===== src/rtl/spw_pkg.sv =====
// Shared SpaceWire transmit definitions: link modes, character kinds,
// control codes in send order, character lengths and encoding helpers.
package spw_pkg;

  // Transmit mode driven by the link-state FSM.
  typedef enum logic [1:0] {
    MODE_OFF      = 2'd0,
    MODE_NULLS    = 2'd1,
    MODE_FCT_NULL = 2'd2,
    MODE_RUN      = 2'd3
  } tx_mode_e;

  // Character selected for appending in a given cycle.
  typedef enum logic [2:0] {
    CK_NULL = 3'd0,
    CK_FCT  = 3'd1,
    CK_EOP  = 3'd2,
    CK_EEP  = 3'd3,
    CK_DATA = 3'd4,
    CK_TC   = 3'd5
  } char_kind_e;

  // Control codes packed LSB-first: bit0 is the first code bit on the wire.
  localparam logic [1:0] CODE_FCT = 2'b00;
  localparam logic [1:0] CODE_EOP = 2'b10;
  localparam logic [1:0] CODE_EEP = 2'b01;
  localparam logic [1:0] CODE_ESC = 2'b11;

  localparam int unsigned WORD_W      = 8;
  localparam int unsigned BUF_W       = 24;
  localparam int unsigned LEVEL_W     = 5;
  localparam int unsigned CHAR_BITS_W = 14;
  localparam int unsigned LEN_W       = 4;

  localparam int unsigned LEN_CTRL = 4;
  localparam int unsigned LEN_NULL = 8;
  localparam int unsigned LEN_DATA = 10;
  localparam int unsigned LEN_TC   = 14;

  // Odd parity over the previous payload, this parity bit and this flag.
  function automatic logic char_parity(input logic prev_par, input logic flag);
    return ~(prev_par ^ flag);
  endfunction

  // Control character in send order: P, 1, code[0], code[1].
  function automatic logic [3:0] ctrl_char(input logic prev_par, input logic [1:0] code);
    return {code[1], code[0], 1'b1, char_parity(prev_par, 1'b1)};
  endfunction

  // Data character in send order: P, 0, d0..d7.
  function automatic logic [9:0] data_char(input logic prev_par, input logic [7:0] d);
    return {d, 1'b0, char_parity(prev_par, 1'b0)};
  endfunction

endpackage


===== src/rtl/spw_char_encoder.sv =====
// Combinational character encoder. Produces the LSB-first bit pattern of the
// selected character (optionally preceded by a NULL), its length, and the
// parity of the last payload for chaining into the next character.
//   kind             in  character to encode
//   pad_null         in  prepend a NULL (used for short control chars)
//   data             in  data byte / time-code value
//   prev_parity      in  XOR of the previous character's payload
//   bits             out encoded bits, bit0 sent first
//   len              out number of valid bits in bits
//   next_prev_parity out payload parity after the last encoded character
module spw_char_encoder
  import spw_pkg::*;
(
  input  char_kind_e             kind,
  input  logic                   pad_null,
  input  logic [7:0]             data,
  input  logic                   prev_parity,
  output logic [CHAR_BITS_W-1:0] bits,
  output logic [LEN_W-1:0]       len,
  output logic                   next_prev_parity
);

  // Characters are concatenated at the running length, parity chained through each.
  always_comb begin
    bits             = '0;
    len              = '0;
    next_prev_parity = prev_parity;

    // ESC: first half of NULL and the prefix of a time-code.
    if (pad_null || kind == CK_NULL || kind == CK_TC) begin
      bits             = bits | (CHAR_BITS_W'(ctrl_char(next_prev_parity, CODE_ESC)) << len);
      len              = len + LEN_W'(LEN_CTRL);
      next_prev_parity = ^CODE_ESC;
    end

    // FCT: second half of NULL.
    if (pad_null || kind == CK_NULL) begin
      bits             = bits | (CHAR_BITS_W'(ctrl_char(next_prev_parity, CODE_FCT)) << len);
      len              = len + LEN_W'(LEN_CTRL);
      next_prev_parity = ^CODE_FCT;
    end

    case (kind)
      CK_FCT: begin
        bits             = bits | (CHAR_BITS_W'(ctrl_char(next_prev_parity, CODE_FCT)) << len);
        len              = len + LEN_W'(LEN_CTRL);
        next_prev_parity = ^CODE_FCT;
      end
      CK_EOP: begin
        bits             = bits | (CHAR_BITS_W'(ctrl_char(next_prev_parity, CODE_EOP)) << len);
        len              = len + LEN_W'(LEN_CTRL);
        next_prev_parity = ^CODE_EOP;
      end
      CK_EEP: begin
        bits             = bits | (CHAR_BITS_W'(ctrl_char(next_prev_parity, CODE_EEP)) << len);
        len              = len + LEN_W'(LEN_CTRL);
        next_prev_parity = ^CODE_EEP;
      end
      CK_DATA, CK_TC: begin
        bits             = bits | (CHAR_BITS_W'(data_char(next_prev_parity, data)) << len);
        len              = len + LEN_W'(LEN_DATA);
        next_prev_parity = ^data;
      end
      default: ;
    endcase
  end

endmodule


===== src/rtl/spw_tx_scheduler.sv =====
// SpaceWire transmit scheduler for one channel. Picks one character per
// word-clock cycle by priority (time-code > FCT > N-char > NULL), encodes it
// with odd parity, packs it into a 24-bit LSB-first bit buffer and emits 8 bits
// per cycle on txmt (txmt[0] first on the wire).
//   tx_clk_div  in  parallel-word clock
//   rst         in  synchronous active-high reset
//   tx_mode     in  0 OFF, 1 NULLS, 2 FCT_NULL, 3 RUN
//   fct_req     in  queue one FCT
//   fct_rx      in  FCT received from peer, +8 credit
//   nchar_*     in/out N-char offer and accept strobe (combinational)
//   tc_*        in/out time-code offer and accept strobe (combinational)
//   txmt        out registered 8-bit word for the serializer
//   credit      out transmit credit
//   credit_err  out one-cycle pulse on credit overflow
//   fct_pending out queued, unsent FCTs
module spw_tx_scheduler
  import spw_pkg::*;
#(
  parameter int unsigned CREDIT_W   = 6,
  parameter int unsigned CREDIT_MAX = 56,
  parameter int unsigned FCT_CNT_W  = 3
) (
  input  logic                 tx_clk_div,
  input  logic                 rst,
  input  logic [1:0]           tx_mode,
  input  logic                 fct_req,
  input  logic                 fct_rx,
  input  logic                 nchar_valid,
  input  logic [8:0]           nchar_data,
  output logic                 nchar_ready,
  input  logic                 tc_valid,
  input  logic [7:0]           tc_data,
  output logic                 tc_ready,
  output logic [7:0]           txmt,
  output logic [CREDIT_W-1:0]  credit,
  output logic                 credit_err,
  output logic [FCT_CNT_W-1:0] fct_pending
);

  // Highest buffer level at which a character of each length still fits.
  localparam logic [LEVEL_W-1:0] TC_FIT_MAX   = LEVEL_W'(BUF_W + WORD_W - LEN_TC);
  localparam logic [LEVEL_W-1:0] DATA_FIT_MAX = LEVEL_W'(BUF_W + WORD_W - LEN_DATA);
  // Below this level a lone control char would starve the next word, so pad with NULL.
  localparam logic [LEVEL_W-1:0] PAD_LEVEL    = LEVEL_W'(WORD_W + LEN_CTRL);
  localparam logic [LEVEL_W-1:0] LEVEL_RST    = LEVEL_W'(WORD_W);

  logic [BUF_W-1:0]     bit_buf_q;
  logic [LEVEL_W-1:0]   level_q;
  logic                 prev_par_q;
  logic [7:0]           txmt_q;
  logic [CREDIT_W-1:0]  credit_q;
  logic                 credit_err_q;
  logic [FCT_CNT_W-1:0] fct_pending_q;

  tx_mode_e mode;
  logic     mode_off, fct_mode_ok, tc_want, fct_want, nchar_want;

  assign mode        = tx_mode_e'(tx_mode);
  assign mode_off    = (mode == MODE_OFF);
  assign fct_mode_ok = (mode == MODE_FCT_NULL) || (mode == MODE_RUN);
  assign tc_want     = (mode == MODE_RUN) && tc_valid;
  assign fct_want    = fct_mode_ok && (fct_pending_q != '0);
  assign nchar_want  = (mode == MODE_RUN) && nchar_valid && (credit_q != '0);

  char_kind_e kind_c;
  logic       pad_null_c;
  logic [7:0] enc_data_c;
  logic       fits_c;

  // Priority select and fit check; a non-fitting choice blocks lower priorities.
  always_comb begin
    kind_c     = CK_NULL;
    pad_null_c = 1'b0;
    enc_data_c = '0;
    fits_c     = 1'b1;
    if (tc_want) begin
      kind_c     = CK_TC;
      enc_data_c = tc_data;
      fits_c     = (level_q <= TC_FIT_MAX);
    end else if (fct_want) begin
      kind_c     = CK_FCT;
      pad_null_c = (level_q < PAD_LEVEL);
    end else if (nchar_want) begin
      if (nchar_data[8]) begin
        kind_c     = nchar_data[0] ? CK_EEP : CK_EOP;
        pad_null_c = (level_q < PAD_LEVEL);
      end else begin
        kind_c     = CK_DATA;
        enc_data_c = nchar_data[7:0];
        fits_c     = (level_q <= DATA_FIT_MAX);
      end
    end
  end

  logic [CHAR_BITS_W-1:0] enc_bits;
  logic [LEN_W-1:0]       enc_len;
  logic                   enc_next_par;

  spw_char_encoder u_enc (
    .kind             (kind_c),
    .pad_null         (pad_null_c),
    .data             (enc_data_c),
    .prev_parity      (prev_par_q),
    .bits             (enc_bits),
    .len              (enc_len),
    .next_prev_parity (enc_next_par)
  );

  logic append_c, fct_sent_c;

  assign append_c    = fits_c && !mode_off;
  assign tc_ready    = append_c && tc_want;
  assign fct_sent_c  = append_c && !tc_want && fct_want;
  assign nchar_ready = append_c && !tc_want && !fct_want && nchar_want;

  logic [BUF_W-1:0]     bit_buf_d;
  logic [LEVEL_W-1:0]   level_d;
  logic                 prev_par_d;
  logic                 credit_over_c;
  logic [CREDIT_W-1:0]  credit_d;
  logic                 fct_req_ok_c;
  logic [FCT_CNT_W-1:0] fct_pending_d;

  // Buffer shift/append, credit and pending-FCT arithmetic.
  always_comb begin
    level_d    = level_q - LEVEL_W'(WORD_W);
    bit_buf_d  = bit_buf_q >> WORD_W;
    prev_par_d = prev_par_q;
    if (append_c) begin
      bit_buf_d  = bit_buf_d | (BUF_W'(enc_bits) << level_d);
      level_d    = level_d + LEVEL_W'(enc_len);
      prev_par_d = enc_next_par;
    end

    credit_over_c = fct_rx && (credit_q > CREDIT_W'(CREDIT_MAX - 8));
    credit_d      = credit_q - CREDIT_W'(nchar_ready);
    if (fct_rx && !credit_over_c) begin
      credit_d = credit_d + CREDIT_W'(8);
    end

    fct_req_ok_c  = fct_req && fct_mode_ok && (fct_pending_q != '1);
    fct_pending_d = fct_pending_q + FCT_CNT_W'(fct_req_ok_c) - FCT_CNT_W'(fct_sent_c);
  end

  // State registers; OFF flushes the buffer and clears link counters.
  always_ff @(posedge tx_clk_div) begin
    if (rst) begin
      bit_buf_q     <= '0;
      level_q       <= LEVEL_RST;
      prev_par_q    <= 1'b0;
      txmt_q        <= '0;
      credit_q      <= '0;
      credit_err_q  <= 1'b0;
      fct_pending_q <= '0;
    end else if (mode_off) begin
      txmt_q        <= bit_buf_q[7:0];
      bit_buf_q     <= '0;
      level_q       <= LEVEL_RST;
      prev_par_q    <= 1'b0;
      credit_q      <= '0;
      credit_err_q  <= 1'b0;
      fct_pending_q <= '0;
    end else begin
      txmt_q        <= bit_buf_q[7:0];
      bit_buf_q     <= bit_buf_d;
      level_q       <= level_d;
      prev_par_q    <= prev_par_d;
      credit_q      <= credit_d;
      credit_err_q  <= credit_over_c;
      fct_pending_q <= fct_pending_d;
    end
  end

  assign txmt        = txmt_q;
  assign credit      = credit_q;
  assign credit_err  = credit_err_q;
  assign fct_pending = fct_pending_q;

endmodule


===== config.mk =====
export PLATFORM = sky130hd
export DESIGN_NAME = spw_tx_scheduler
export DESIGN_NICKNAME = d
export VERILOG_FILES = /design/src/rtl/spw_pkg.sv /design/src/rtl/spw_char_encoder.sv /design/src/rtl/spw_tx_scheduler.sv
export SDC_FILE = /design/constraint.sdc
export NUM_CORES = 1
export LEC_CHECK = 0
export CORE_AREA = 2 2 75 77
export DETAILED_ROUTE_END_ITERATION = 16
export DIE_AREA = 0 0 77 79
export DONT_BUFFER_PORTS = 1
export PLACE_DENSITY = 0.78
export SYNTH_ARGS = -nofsm -noshare
export SYNTH_HDL_FRONTEND = slang
export SYNTH_SLANG_ARGS = --single-unit

===== constraint.sdc =====
create_clock -name tx_clk_div -period 3.6 [get_ports tx_clk_div]
set_input_delay 0.54 -clock tx_clk_div [delete_from_list [all_inputs] [get_ports tx_clk_div]]
set_output_delay 0.54 -clock tx_clk_div [all_outputs]
set_load 0.02 [all_outputs]

==> reports/metrics.csv <==
stage;metric;value;unit
run_status;status;complete, no violations;
worst_setup_path;end_kind;flop;
clocking;clk_path_buf_depth;2;
synthesis;ys.flop_type;dfxtp_1;
placement;dp.cells;430;
clocking;cts.clk_slew.worst_paths;0.09;ns
die;die_area;6083;µm²
clocking;cts_buffers;5;
die;fp-row-count;27;
cells_and_area;drive_gt1_share;9.563;%
worst_setup_path;cp_data_required_time;3.78;ns
detailed_routing;maxUsedRoutingLayer;met4;
hold_path;hold_path_class;in2reg;
hold_path;min_from;rst;
detailed_routing;m1WireLength;3.413;mm
synthesis;syn-cell-area;3050;µm²
synthesis;avgSynthCellArea;8.200;µm²
sta;finClkSkew;0.01022;ns
synthesis;synth.distinct_cells;73;
worst_setup_path;cp-start-kind;flop;
placement;dpl.hpwl;5.761;mm
placement;placed_cell_area;3107;µm²
sta;max_clock_freq;0.3025;GHz
cells_and_area;final_cell_area;3188;µm²
placement;portBuffers;0;
synthesis;syn_nets;410;
worst_setup_path;cp_top_family;simple AND/OR/NAND/NOR gates;
detailed_routing;dr_total_vias;2817;
worst_setup_path;r2r-start;level_q[3];
detailed_routing;drtIter0Drc;258;
clocking;holdBufCountCts;0;
detailed_routing;drt_wl_total;7.674;mm
cells_and_area;final_util;59.73;%
global_route;grt_overflow;0;
global_route;antenna_found_initial;0;
clocking;htreeDepth;2;
clocking;cts_resized;0;
global_route;track_usage;26.29;%
synthesis;synthTopCellsByArea;dfxtp_1, nor2_1, ha_1;
synthesis;synth_seq_area_share;30.84;%
cells_and_area;area_growth;4.512;%
die;io_pins;45;
die;start_util;57.15;%
pwr;power.leakage;1.161;nW
sta;setup_viol;0;
worst_setup_path;cpMaxStageDelayCell;dfxtp_1;
worst_setup_path;cp_max_fo;8;
clocking;cts.sinks;47;
placement;gp_congestion;0.9153;
sta;hold_viol_final;0;
detailed_routing;drc_errors;0;
cells_and_area;diodes;0;
global_route;grt_pass1_wl;13.03;mm
detailed_routing;drt_first_pass_iters;5;
detailed_routing;wl_per_cell;17.52;µm
clocking;cts_tree;built;
die;die_w;77;µm
sta;worstMarginPinSlew;0.6901;ns
die;core_area;5338;µm²
synthesis;synthCells;372;
global_route;grt_pass1_vias;2747;
synthesis;synth_top_area_share;30.84;%
pwr;power.density;550.0;nW/µm²
synthesis;async_flop_share;0;%
clocking;postCtsSetupBuffers;0;
worst_setup_path;crit_path_cell_trace;inv_1 -> ha_1 -> and2_1 -> o21a_1 -> a31oi_4 -> o21ai_2 -> nor2_1 -> ha_1 -> nor3b_1 -> xor2_1 -> ha_1 -> inv_1 -> nor2_1 -> xnor2_1 -> nor2_1;
detailed_routing;wl_met2;3.561;mm
clocking;clk_latency;0.30;ns
global_route;grt_max_degree;30;
detailed_routing;routed_via_density;6.432;
detailed_routing;wl_met3;537;µm
synthesis;ys_warn_count;0;
sta;fin_tns_setup;0;ns
worst_setup_path;cpPeakStageDelay;0.50;ns
synthesis;yosysTopAreaCell;dfxtp_1;
run;max-cap-violations;0;
cells_and_area;final_net_count;403;
sta;slew-limit-headroom;53.64;%
synthesis;synth_edf_count;0;
worst_setup_path;path_buf_inv;2;
synthesis;synth_seq_cells;47;
worst_setup_path;criticalPathCategory;reg2reg;
placement;dp_slack;0.3605;ns
sta;min_period_over_period;91.83;%
worst_setup_path;crit_start;level_q[3];
worst_setup_path;arrival;3.49;ns
sta;setup_slack;0.2941;ns
sta;rsz0062_at_grt;no;
detailed_routing;ant_nets;0;
sta;maxSlewViolCount;0;
cells_and_area;layout.cells.non_filler;438;
clocking;clock-root-buffer;clkbuf_8;
pwr;ir_drop;0.2467;mV
sta;min_period;3.306;ns
die;die_height;79;µm
per-layer routing:
metal	vias up	track usage, %
met1	1350	34.81
met3	17	5.227
met2	109	43.25
li1	1341	-
met5	-	0
met4	0	8.750
layout by cell type (no fill, tap or decap), drive strengths merged, types with 7 or more instances in the layout:
cell type | netlist | routed
a21oi | 25 | 25
nand2 | 30 | 30
dfxtp | 47 | 47
o21ai | 17 | 17
xnor2 | 14 | 14
a31oi | 13 | 13
clkbuf | 15 | 7
ha | 11 | 11
inv | 14 | 14
nor2 | 45 | 45
buf | 8 | 9
nor2b | 9 | 9
nand3 | 10 | 10
nor3 | 7 | 7
cells by family (layout without fill, tap and decap cells):
family	after synthesis	in the layout	synth area share (%)
adder cells (fa/ha/maj)	13	13	5.824
multiplexers	7	7	2.338
AND/OR/NAND/NOR	132	132	21.94
flip-flops	47	47	30.84
AO/OA/AOI/OAI	117	117	28.55
buffers and inverters	37	31	5.045
XOR/XNOR	19	19	5.455
worst paths after layout:
path                            slack (ns)  depth (start not counted)            end
worst min-delay path                  0.31                          1        txmt[2]
worst max register to register        0.29                         15      credit[5]
worst min register to register        0.43                          2  bit_buf_q[14]
worst max-delay path                  0.29                         15      credit[5]
final cells by class:
type | count | area, µm²
clock buffers | 7 | 76.32
clock inverters | 1 | 5.005
fillers | 506 | 2150
inverters | 14 | 52.55
multi-input cells | 288 | 1956
flip-flops and latches | 47 | 940.9
well taps | 72 | 90.09
repair buffers | 9 | 67.56
registers in the layout, indices dropped and copies added (netlist names):
| name | cells |
|---|---|
| credit | 6 |
| level_q | 4 |
| credit_err | 1 |
| txmt | 8 |
| prev_par_q | 1 |
| fct_pending | 3 |
| bit_buf_q | 24 |
power breakdown:
part           internal, mW  switching (mW)
registers             0.598          0.0905
clock network         0.136           0.166
logic                 0.305           0.458
total                  1.04           0.714
cells in the mapped netlist (3+ instances only):
| library cell | number |
|---|---|
| or3_1 | 3 |
| buf_2 | 3 |
| o21ai_0 | 14 |
| nor3b_1 | 3 |
| nor2_1 | 44 |
| o21a_1 | 4 |
| a21oi_1 | 24 |
| a31oi_1 | 12 |
| a211oi_1 | 6 |
| inv_1 | 14 |
| or2_2 | 4 |
| and2_1 | 3 |
| and3_1 | 5 |
| a21o_1 | 4 |
| mux2i_1 | 6 |
| xnor2_1 | 14 |
| nor2b_1 | 9 |
| nor3_1 | 6 |
| o22ai_1 | 5 |
| nand2b_1 | 4 |
| ha_1 | 11 |
| a221oi_1 | 4 |
| o211ai_1 | 4 |
| nand3_1 | 9 |
| clkbuf_1 | 15 |
| dfxtp_1 | 47 |
| a32oi_1 | 5 |
| buf_1 | 3 |
| nand2_1 | 30 |
| xor2_1 | 5 |
per-stage QoR:
stage	power (mW)	hold slack, ns
after floorplan	1.280	0.3990
after global placement	1.430	0.4137
after detailed placement	1.447	0.4142
after CTS	1.749	0.3025
after global routing	1.878	0.2952
final	1.753	0.3101
No activity file was read; power rests on OpenSTA's default activity.
